## src/rtl/bch_15_7_pkg.sv

```systemverilog
// Shared constants and FSM state type for the serial BCH(15,7) encoder.
package bch_15_7_pkg;

  localparam int unsigned N       = 15;
  localparam int unsigned K       = 7;
  localparam int unsigned PAR_LEN = 8;

  // Low coefficients of g(x) = x^8 + x^7 + x^6 + x^4 + 1; x^8 is implicit.
  localparam logic [PAR_LEN-1:0] GEN_POLY_DEFAULT = 8'hD1;

  typedef enum logic [1:0] {
    IDLE,
    MSG,
    PAR
  } state_e;

endpackage

```

## src/rtl/bch_lfsr_div.sv

```systemverilog
// Serial polynomial divider: accumulates the remainder of m(x)*x^8 mod g(x),
// then shifts the remainder out MSB first with zero fill.
module bch_lfsr_div
  import bch_15_7_pkg::*;
#(
  parameter logic [PAR_LEN-1:0] Poly = GEN_POLY_DEFAULT
) (
  input  logic               clk,
  input  logic               reset,
  input  logic               clr_i,
  input  logic               shift_i,
  input  logic               feed_en_i,
  input  logic               bit_in_i,
  output logic [PAR_LEN-1:0] remainder_o
);

  logic [PAR_LEN-1:0] r_q, r_d;
  logic [PAR_LEN-1:0] base;
  logic               fb;

  always_comb begin
    // Clearing and feeding in the same cycle lets the first message bit load directly.
    base = clr_i ? '0 : r_q;
    fb   = feed_en_i & (bit_in_i ^ base[PAR_LEN-1]);
    r_d  = base;
    if (shift_i) begin
      r_d = {base[PAR_LEN-2:0], 1'b0} ^ (fb ? Poly : '0);
    end
  end

  always_ff @(posedge clk or negedge reset) begin
    if (!reset) begin
      r_q <= '0;
    end else begin
      r_q <= r_d;
    end
  end

  assign remainder_o = r_q;

endmodule

```

## src/rtl/bch_15_7_serial_enc.sv

```systemverilog
// Serial systematic BCH(15,7) encoder: 7 message bits then 8 parity bits.
// Define BCH_ENC_PAR_OUT_EN to also get a parallel codeword (cw_out/cw_valid).
module bch_15_7_serial_enc
  import bch_15_7_pkg::*;
#(
  parameter logic [PAR_LEN-1:0] GEN_POLY = GEN_POLY_DEFAULT
) (
  input  logic         clk,
  input  logic         reset,
  input  logic         start,
  input  logic         din,
  output logic         out_bit,
  output logic         out_valid,
  output logic         out_last,
  output logic         busy
`ifdef BCH_ENC_PAR_OUT_EN
  ,
  output logic [N-1:0] cw_out,
  output logic         cw_valid
`endif
);

  localparam logic [3:0] LastMsgCnt = 4'(K - 1);
  localparam logic [3:0] LastCnt    = 4'(N - 1);

  state_e             state_q, state_d;
  logic [3:0]         cnt_q, cnt_d;
  logic               lfsr_clr, lfsr_shift, lfsr_feed;
  logic [PAR_LEN-1:0] rem;
  logic               out_bit_d, out_valid_d, out_last_d;

  bch_lfsr_div #(
    .Poly (GEN_POLY)
  ) u_lfsr_div (
    .clk         (clk),
    .reset       (reset),
    .clr_i       (lfsr_clr),
    .shift_i     (lfsr_shift),
    .feed_en_i   (lfsr_feed),
    .bit_in_i    (din),
    .remainder_o (rem)
  );

  // cnt_q equals the cycle index within an encode; the start cycle is 0.
  always_comb begin
    state_d     = state_q;
    cnt_d       = cnt_q;
    lfsr_clr    = 1'b0;
    lfsr_shift  = 1'b0;
    lfsr_feed   = 1'b0;
    out_bit_d   = 1'b0;
    out_valid_d = 1'b0;
    out_last_d  = 1'b0;
    unique case (state_q)
      IDLE: begin
        cnt_d = '0;
        if (start) begin
          state_d     = MSG;
          cnt_d       = 4'd1;
          lfsr_clr    = 1'b1;
          lfsr_shift  = 1'b1;
          lfsr_feed   = 1'b1;
          out_bit_d   = din;
          out_valid_d = 1'b1;
        end
      end
      MSG: begin
        lfsr_shift  = 1'b1;
        lfsr_feed   = 1'b1;
        out_bit_d   = din;
        out_valid_d = 1'b1;
        cnt_d       = cnt_q + 4'd1;
        if (cnt_q == LastMsgCnt) begin
          state_d = PAR;
        end
      end
      PAR: begin
        lfsr_shift  = 1'b1;
        out_bit_d   = rem[PAR_LEN-1];
        out_valid_d = 1'b1;
        cnt_d       = cnt_q + 4'd1;
        if (cnt_q == LastCnt) begin
          // Back in IDLE while c0 is presented, so a start here runs back-to-back.
          out_last_d = 1'b1;
          state_d    = IDLE;
          cnt_d      = '0;
        end
      end
      default: begin
        state_d = IDLE;
        cnt_d   = '0;
      end
    endcase
  end

  always_ff @(posedge clk or negedge reset) begin
    if (!reset) begin
      state_q   <= IDLE;
      cnt_q     <= '0;
      out_bit   <= 1'b0;
      out_valid <= 1'b0;
      out_last  <= 1'b0;
    end else begin
      state_q   <= state_d;
      cnt_q     <= cnt_d;
      out_bit   <= out_bit_d;
      out_valid <= out_valid_d;
      out_last  <= out_last_d;
    end
  end

  assign busy = (state_q != IDLE);

`ifdef BCH_ENC_PAR_OUT_EN
  // Collects c14..c1; the final bit joins directly when cw_out is loaded.
  logic [N-2:0] cw_sr_q;

  always_ff @(posedge clk or negedge reset) begin
    if (!reset) begin
      cw_sr_q  <= '0;
      cw_out   <= '0;
      cw_valid <= 1'b0;
    end else begin
      cw_valid <= out_last_d;
      if (out_valid_d) begin
        cw_sr_q <= {cw_sr_q[N-3:0], out_bit_d};
      end
      if (out_last_d) begin
        cw_out <= {cw_sr_q, out_bit_d};
      end
    end
  end
`endif

endmodule

```

## config.mk

```make
export PLATFORM = sky130hd
export DESIGN_NAME = bch_15_7_serial_enc
export DESIGN_NICKNAME = d
export VERILOG_FILES = /design/src/rtl/bch_15_7_pkg.sv /design/src/rtl/bch_lfsr_div.sv /design/src/rtl/bch_15_7_serial_enc.sv
export SDC_FILE = /design/constraint.sdc
export NUM_CORES = 1
export LEC_CHECK = 0
export ABC_CLOCK_PERIOD_IN_PS = 2000
export CAP_MARGIN = 25
export CELL_PAD_IN_SITES_DETAIL_PLACEMENT = 1
export CELL_PAD_IN_SITES_GLOBAL_PLACEMENT = 1
export CORE_MARGIN = 5
export CORE_UTILIZATION = 39
export CTS_CLUSTER_SIZE = 12
export DETAILED_ROUTE_END_ITERATION = 10
export GPL_TIMING_DRIVEN = 0
export PLACE_DENSITY = 0.85
export SLEW_MARGIN = 25
export SYNTH_ARGS = -nofsm -noshare
export SYNTH_HDL_FRONTEND = slang
export SYNTH_SLANG_ARGS = --single-unit
```

## constraint.sdc

```tcl
create_clock -name clk -period 2 [get_ports clk]
set_clock_uncertainty 0.1 [all_clocks]
set_input_delay 0.6 -clock clk [delete_from_list [all_inputs] [get_ports clk]]
set_output_delay 0.6 -clock clk [all_outputs]
set_load 0.01 [all_outputs]
```

## Yosys cells after proc, flatten, opt, wreduce, memory -nomap -nowiden

Cells that the tools add are included.

- Reductions and logical operators: 4
- Multiplexer cells: 18
- Div/mod/pow operators: 0
- $add $sub $neg: 1
- $mul: 0
- Shifts and indexed selects: 0
- Bitwise logic cells: 3
- Order comparisons: 0
- Equal/unequal tests: 7

Operators by type and width:

| operator | count |
|---|---|
| 2-to-1 mux 8 bit | 3 |
| one-hot mux 4 bit (3 select lines) | 1 |
| bitwise XOR 8 bit | 1 |
| 2-to-1 mux 1 bit | 6 |
| 2-to-1 mux 2 bit | 3 |
| inequality test 2 bit, second input constant | 3 |
| one-hot mux 2 bit (3 select lines) | 1 |
| adder 4 x 1 -> 4 bit, second input constant | 1 |
| equality test 4 x 3 -> 1 bit, second input constant | 1 |
| equality test 4 bit, second input constant | 1 |
| 2-to-1 mux 4 bit | 1 |
| one-hot mux 1 bit (2 select lines) | 2 |
| one-hot mux 1 bit (3 select lines) | 1 |
| AND reduction 3 bit | 1 |
| equality test 2 x 1 -> 1 bit, second input constant | 1 |
| equality test 2 bit, second input constant | 1 |
| zero test 2 bit | 1 |
| nonzero test 2 bit | 1 |
| OR reduction 2 bit | 1 |
| bitwise AND 1 bit | 1 |
| bitwise XOR 1 bit | 1 |

- Bits in writable memories: 0
- Memories: 0
- Word-level logic and storage cells: 39
- Bits in registers: 17
- Bits in read-only memories: 0
- Input port bits: 4
- Bits in latches: 0
- Output and inout port bits: 4

## Logic depth before layout (Yosys ltp)

- Depth in word-level cells: 8
- Gate-level depth with buffers: 8
- Gate-level depth less buffers: 7

## By module

Synthesis repeated with hierarchy kept, for this count alone.

- Cell total of the unflattened synthesis: 96
- Area total of the unflattened synthesis: 964.7 um^2

By module, submodules not included:

| module | sequential area each (um^2) | instances | area an instance (um^2) | cells an instance |
|---|---|---|---|---|
| bch_15_7_serial_enc | 225.2 | 1 | 495.5 | 46 |
| bch_lfsr_div | 200.2 | 1 | 469.2 | 50 |

## Worst setup path after synthesis

Ideal clock, no wire load.

- Kind: reg2reg
- Start: register state_q[1]
- End: register u_lfsr_div.r_q[6], in the netlist u_lfsr_div.remainder_o[6]
- Arrival: 1711 ps
- Buffers on the path: 1
- Cell stages (with the launch flop): 8
- Path slack: 109 ps
- Period minus slack after synthesis: 1891 ps
- Library setup time: 80 ps
- Required time: 1820 ps
- Path through: dfrtp_1 inv_1 ha_1 a21oi_1 or2_0 buf_6 or3_4 o211ai_2

- Longest elaborated chain between the ends: 8
- Elaborated cells on any way between the ends: 13
- Classes of those cells: 2 x eq/ne; 6 x mux; 3 x bitwise; 2 x reduce/logical

RTL lines:

| what | RTL line | RTL |
|---|---|---|
| from (decl) | bch_15_7_serial_enc.sv:26 | `state_e state_q, state_d;` |
| from (signal assigned) | bch_15_7_serial_enc.sv:104 | `state_q <= state_d;` |
| zero test 2 bit | bch_15_7_serial_enc.sv:54 | `unique case (state_q)` |
| 2-to-1 mux 1 bit | bch_15_7_serial_enc.sv:54 |  |
| 2-to-1 mux 8 bit | bch_lfsr_div.sv:23 | `base = clr_i ? '0 : r_q;` |
| bitwise XOR 1 bit | bch_lfsr_div.sv:24 | `fb = feed_en_i & (bit_in_i ^ base[PAR_LEN-1]);` |
| bitwise AND 1 bit | bch_lfsr_div.sv:24 |  |
| 2-to-1 mux 8 bit | bch_lfsr_div.sv:27 | `r_d = {base[PAR_LEN-2:0], 1'b0} ^ (fb ? Poly : '0);` |
| bitwise XOR 8 bit | bch_lfsr_div.sv:27 |  |
| 2-to-1 mux 8 bit * | bch_lfsr_div.sv:26 | `if (shift_i) begin` |
| via u_lfsr_div.r_d[6] | bch_lfsr_div.sv:17 | `logic [PAR_LEN-1:0] r_q, r_d;` |
| to (signal assigned) | bch_lfsr_div.sv:35 | `r_q <= r_d;` |
| to (decl) | bch_lfsr_div.sv:17 |  |

Mark *: on every way through the listed nets, which the timed path passes. The rest lies on a longest branch.
A chain may end at the register's enable or synchronous reset.

## Worst setup path in the final report

- Start: register state_q[0]
- End: register u_lfsr_div.r_q[6], in the netlist u_lfsr_div.remainder_o[6]

The elaborated chain is that of the path after synthesis.

==> impl_results.md <==
* Critical path arrival at between 2 and 2.5 ns
* Initial core utilization at roughly 40%
* Die height at 60.1 um
* Clock Root Buffer: clkbuf_4
* Final setup violating endpoints at 0
* Cts hold-fix bufs at 0
* PwrDens at around 1300 nW/um^2
* Max Fclk at 530 MHz
* Final Cycle Share at 94.4%
* Via Count at 795
* DRT Wirelength at 2.22 mm
* WP buf/inv at 2
* Remaining Overflow, GRT at 0
* Reg-to-reg critical path startpoint: state_q[0]
* RSZ-0062 raised after global routing: no
* DIE AREA at 3610 sq um
* Run status: finished, final reports clean
* Post-synth top cells: dfrtp_1, nand2_1, a21oi_1
* Post-synth EDFFs at 0
* Final net count at roughly 130
* Clock Sinks at 17
* Leakage at 0.524 nW
* Post-synthesis cell area at 977 sq um
* Critical-path top delay cell: or3_4
* Synth area leaders: dfrtp_1, ha_1, nand2_1, a21oi_1, nand3_1
* Hold_ws at 0.433 ns
* Starting DRC count in detailed routing at 14
* CP cell instances: buf_4, ha_2, or2_0, buf_6, or3_4, o211ai_2
* Final ANT Viol Nets at 0
* Register bit total from synthesis at 17
* Worst R2R End: u_lfsr_div.remainder_o[6]
* Crit path to: u_lfsr_div.remainder_o[6]
* Post-synthesis sequential area ratio at between 40% and 50%
* First-pass GRT wire length at 3.93 mm
* Count leader, synth: dfrtp_1
* CP top delay family: simple AND/OR/NAND/NOR gates
* Rows at 18
* Cts bufs inserted at 3
* Number of placed I/O pins at 8
* Largest net degree at the start of global routing at 18
* Worst hold path class: reg2reg
* H-tree levels at 1
* Yosys cell types at 32
* Clk slew on worst S/H paths at 0.11 ns
* Detail-routed net length per standard cell at ~15 um
* Syn nets at roughly 120
* Syn-to-layout area delta at 19.3%
* Asr flop ratio synth at 100%
* Final critical-path required period at 1.89 ns
* Final non-filler cell area at 1170 sq um
* Die Wd at 60.1 um
* FF-to-FF path depth at 6
* Critical path's largest stage delay at between 0.4 and 0.5 ns
* Routability cong. at just under 0.8
* Skew-Pair Late Insertion Delay at approximately 0.30 ns
* Layout cells sized above 1 at about a fifth
* CP Max Fanout at 9
* Stages on the worst setup path at 6
* Met2 routed WL at 1.22 mm
* Crit path required time at approximately 2.1 ns
* Max layer used: met3
* Worst Hold Depth at 2
* Clock Tree Buf Depth at 2
* WL met3 at 61 um
* DP HPWL at 1.61 mm
* Initial antenna violation count at 0
* Syn Area/Cell at 9.40 sq um
* Dominant synthesized flop cell: dfrtp_1
* Area after DPL at 1070 sq um
* Core area at 2430 sq um
* Port bufs at 6
* Reg-to-reg slack, setup at 0.11 ns
* Setup_tns at 0 ns
* # DRC at 0
* Top cell type's share of synthesized area at 43.5%
* Actual slew at the worst max-slew pin at ~0.8 ns
* Final hold vios at 0
* Warnings, synthesis at 0
* Via density at 5.30
* Diode count at 0
* CTS tree: yes
* Max Slew Vio Count at 0
* Post-Synthesis Cells at roughly 100
* CP startpoint: state_q[0]
* Met1 Wirelength at 940 um
* Max-slew headroom at 47.7%
* Total Routing Usage GR at between 10% and 20%
* Setup CP Type: reg2reg
* Max_cap viols at 0
* Max IR drop VDD at 0.000612 V
* Yosys top cell by area: dfrtp_1
* Final WS setup at ~0.11 ns
* Vias in the first global route at 870
* Drt first pass iters at 3
* Setup crit end kind: flip-flop
* Crit start category: flip-flop
* Worst slack, placed at -0.145 ns
## tightest hold or removal path: stages (launching register included)
cell and delay, ns:
dfrtp_1 0.39, nand2_1 0.06, a21oi_1 0.06
## metrics by stage
stage | utilization [%] | power [mW] | instances
after global placement | 44.2 | 1.23 | 140
after global routing | 47.9 | 1.68 | 150
after detailed placement | 44.2 | 1.28 | 140
after CTS | 47.0 | 1.53 | 148
after floorplan | - | 1.05 | 104
final | 47.9 | 1.54 | 150
## logic make-up after synthesis
group / share of synthesized area (%)
flops: 43.5
buf+inv: 5.38
simple gates: 18.4
compound gates: 19.7
xor+xnor: 2.69
fa+ha+maj: 10.2
## layout by cell type (no fill, tap or decap), drive strengths merged, types with 2 or more instances in the layout
cell	synthesis	routed
a21oi	11	11
a21boi	2	2
o211ai	4	4
a32oi	2	2
dfrtp	17	17
nand3	5	5
nor3	4	4
clkdlybuf4s50	0	5
or2	2	2
inv	6	6
o21ai	3	3
buf	2	8
and2	3	3
a21o	2	2
clkbuf	1	4
ha	8	8
nand2	15	15
xnor2	2	2
nor2	6	6
## sequential cells by signal, summed over array words and instances (netlist names)
register / count
state_q: 2
out_last: 1
u_lfsr_div.remainder_o: 8
out_bit: 1
out_valid: 1
cnt_q: 4
## power breakdown
| part | internal (mW) | switching [mW] | total [mW] |
|---|---|---|---|
| clock network | 0.0745 | 0.116 | 0.190 |
| logic | 0.384 | 0.435 | 0.819 |
| registers | 0.456 | 0.0749 | 0.531 |
| total | 0.915 | 0.626 | 1.54 |
## how the worst min path moves through the flow
stage | start | endpoint | slack (ns)
floorplan | reset | cnt_q[0] | 0.20
global placement | u_lfsr_div.remainder_o[0] | u_lfsr_div.remainder_o[0] | 0.39
detailed placement | u_lfsr_div.remainder_o[0] | u_lfsr_div.remainder_o[0] | 0.41
CTS | u_lfsr_div.remainder_o[2] | u_lfsr_div.remainder_o[2] | 0.44
global route | u_lfsr_div.remainder_o[5] | u_lfsr_div.remainder_o[5] | 0.47
finish | u_lfsr_div.remainder_o[3] | u_lfsr_div.remainder_o[3] | 0.43
## metal layers
layer	GRT usage (%)	vias to the layer above
li1	-	388
met1	16.4	399
met2	27.0	8
met3	3.89	0
met4	3.80	0
met5	0	-
## what timing repair did
item                                    CTS  global route
buffers inserted                          4             2
gates cloned                              0             0
endpoints found under the setup margin    5             4
pin swaps                                 0             1
resized for setup                         5             3
## cell type report
class	count	area (sq um)
clock buffers	3	22.5
plain buffers	3	26.3
multi-input cells	77	514
inverters	7	30.0
flip-flops and latches	17	425
well taps	30	37.5
fillers	293	1270
repair buffers	12	105
clock inverters	1	5.00
Power figures use the tool's default switching activity.
==> RTL edit, RTL diff (same flow settings) <==
Add a define of `BCH_ENC_PAR_OUT_EN`.
--- a/src/rtl/bch_15_7_serial_enc.sv
+++ b/src/rtl/bch_15_7_serial_enc.sv
@@ -1,5 +1,7 @@
 // Serial systematic BCH(15,7) encoder: 7 message bits then 8 parity bits.
 // Define BCH_ENC_PAR_OUT_EN to also get a parallel codeword (cw_out/cw_valid).
+`define BCH_ENC_PAR_OUT_EN
+
 module bch_15_7_serial_enc
   import bch_15_7_pkg::*;
 #(
Check against the original RTL (old outputs only; new: cw_out and cw_valid): equivalent (Yosys induction, for registers that start in step).
==> RTL edit against the unedited design <==
Sequential share of layout area up 7.2 points; clock power rose to 3.6 times the old value; sequential cell count up 29; synthesized area up 110%; final area up 130%; sequential power rose to 2.6 times the old value; critical path type is now in2reg; largest cell class is now flip-flops and latches; power up 110%; non-clock buffer count up 30; register-to-register slack worse by 30 ps; worst setup slack worse by 65 ps; via count up 84%; wire length up 93%; worst hold slack worse by 250 ps.
==> RTL edit: results (changes against the unedited design) <==
| Metric | Value |
|---|---|
| Clock distribution power | `0.684 mW (was 0.190 mW)` |
| Initial antenna violation count | `0 (unchanged)` |
| Max VDD drop | `0.562 mV (was 0.612 mV)` |
| Max FFs per register | `15 (was 8)` |
| Hold Fails Final Rpt | `0 (unchanged)` |
| Number of synthesized flops with an enable pin | `0 (unchanged)` |
| Total Routing Usage GR | `13.6% (was 14.6%)` |
| Max FO, Critical Path | `6 (was 9)` |
| CTS buffer count | `5 (was 3)` |
| Hold crit path type | `in2async (was reg2reg)` |
| Slowest library cell on the worst path | `clkdlybuf4s50_1 (was or3_4)` |
| Routability Congestion | `0.763 (was 0.780)` |
| Register area share after synthesis | `56.0% (was 43.5%)` |
| Global-route wire length before repair | `7030 um (was 3930 um)` |
| Synth top area share | `56.0% (was 43.5%)` |
| Top FF cell, synth | `dfrtp_1 (unchanged)` |
| Layout cells sized above 1 | `23.6% (was 20.0%)` |
| Wl on met1 | `1880 um (was 940 um)` |
| Synth cell types | `35 (was 32)` |
| DPL Wire Length | `3010 um (was 1610 um)` |
| Pleak | `1.29 nW (was 0.524 nW)` |
| Synth top cells by count | `nand2_1, dfrtp_1, mux2_2 (was dfrtp_1, nand2_1, a21oi_1)` |
| Ys async rst share | `100% (unchanged)` |
| CP arrival | `2070 ps (was 2020 ps)` |
| Top Metal Used | `met4 (was met3)` |
| Vias in the first global route | `1531 (was 870)` |
| Reg2reg setup slack | `80 ps (was 110 ps)` |
| Largest net degree at the start of global routing | `25 (was 18)` |
| CTS H-Tree Depth | `2 (was 1)` |
| Port bufs | `22 (was 6)` |
| Met3 WL post-DR | `169 um (was 61 um)` |
| DR iter-0 viols | `38 (was 14)` |
| Min Hold Slack | `181 ps (was 433 ps)` |
| Layout net count | `248 (was 133)` |
| DRT Pass-1 Iters | `4 (was 3)` |
| Synth top area cells | `dfrtp_1, nand2_1, mux2_2 (was dfrtp_1, ha_1, nand2_1)` |
| Met2 WL | `2190 um (was 1220 um)` |
| Pint | `2.23 mW (was 0.915 mW)` |
| DR vias/cell | `4.78 (was 5.30)` |
| Status | `complete, no violations (unchanged)` |
| Post-Syn Nets | `204 (was 116)` |
| Clock slew at reported path FFs | `90 ps (was 110 ps)` |
| Bufs on Longest Clock Path | `2 (unchanged)` |
| Slew @ Worst Pin | `561 ps (was 783 ps)` |
| Critical path's largest stage delay | `550 ps (was 410 ps)` |
| Ant diodes | `0 (unchanged)` |
| Worst R2R Path Depth | `7 (was 6)` |
| Root Driver | `clkbuf_8 (was clkbuf_4)` |
| Top delay family on crit path | `buffers and inverters (was simple AND/OR/NAND/NOR gates)` |
| Routed wire per std cell | `13.9 um (was 14.8 um)` |
| P_comb | `1.24 mW (was 0.819 mW)` |
| Top reg by flops | `cw_out` |
[RTL edit: final timing paths]
kind,startpoint,endpoint
worst min register to register,cw_out[4],cw_out[4]
worst max-delay path,din,u_lfsr_div.remainder_o[4]
min in group clk,cw_out[4],cw_out[4]
max in group asynchronous,reset,u_lfsr_div.remainder_o[4]
worst max register to register,state_q[1],u_lfsr_div.remainder_o[4]
worst min-delay path,reset,cw_out[8]
[RTL edit: logic make-up (layout without fill, tap and decap cells)]
| family | Yosys count | after routing | synth area share (%) |
|---|---|---|---|
| simple gates | 77 | 77 | 15.9 |
| flops | 46 | 46 | 56.0 |
| compound gates | 27 | 27 | 9.43 |
| mux | 17 | 17 | 9.06 |
| buf+inv | 14 | 59 | 3.53 |
| fa+ha+maj | 8 | 8 | 4.87 |
| xor+xnor | 3 | 3 | 1.28 |
[RTL edit: repair_timing]
item / in CTS / in global routing
setup endpoints to repair: 24 / 20
buffers inserted: 3 / 12
hold buffers: 0 / 0
resized for setup: 6 / 6
pin swaps: 1 / 2
[RTL edit: layout make-up]
type                            instances  area (um^2)
Buffer                                  7         46.3
Sequential cell                        46         1150
Clock inverter                          2         37.5
Multi-Input combinational cell        132          863
Clock buffer                            6         72.6
Timing Repair Buffer                   38          353
Fill cell                             594         2470
Inverter                                6         22.5
Tap cell                               70         87.6
[RTL edit: per-stage QoR]
step,power (mW),TNS (ps),worst slack [ps],cell area [um^2],std cells
finish,3.30,0,47.1,2630,307
CTS,3.24,-22.5,-22.5,2540,296
floorplan,2.18,0,66.8,2060,192
global route,3.53,-38.0,-20.3,2630,307
detailed placement,2.49,-3180,-247,2390,285
global placement,2.43,-46120,-945,2360,284
[RTL edit: per-layer routing]
metal  GRT usage [%]  vias up
met3            4.12        4
li1                -      725
met2            23.5       25
met4            5.07        0
met1            15.9      712
met5               0        -
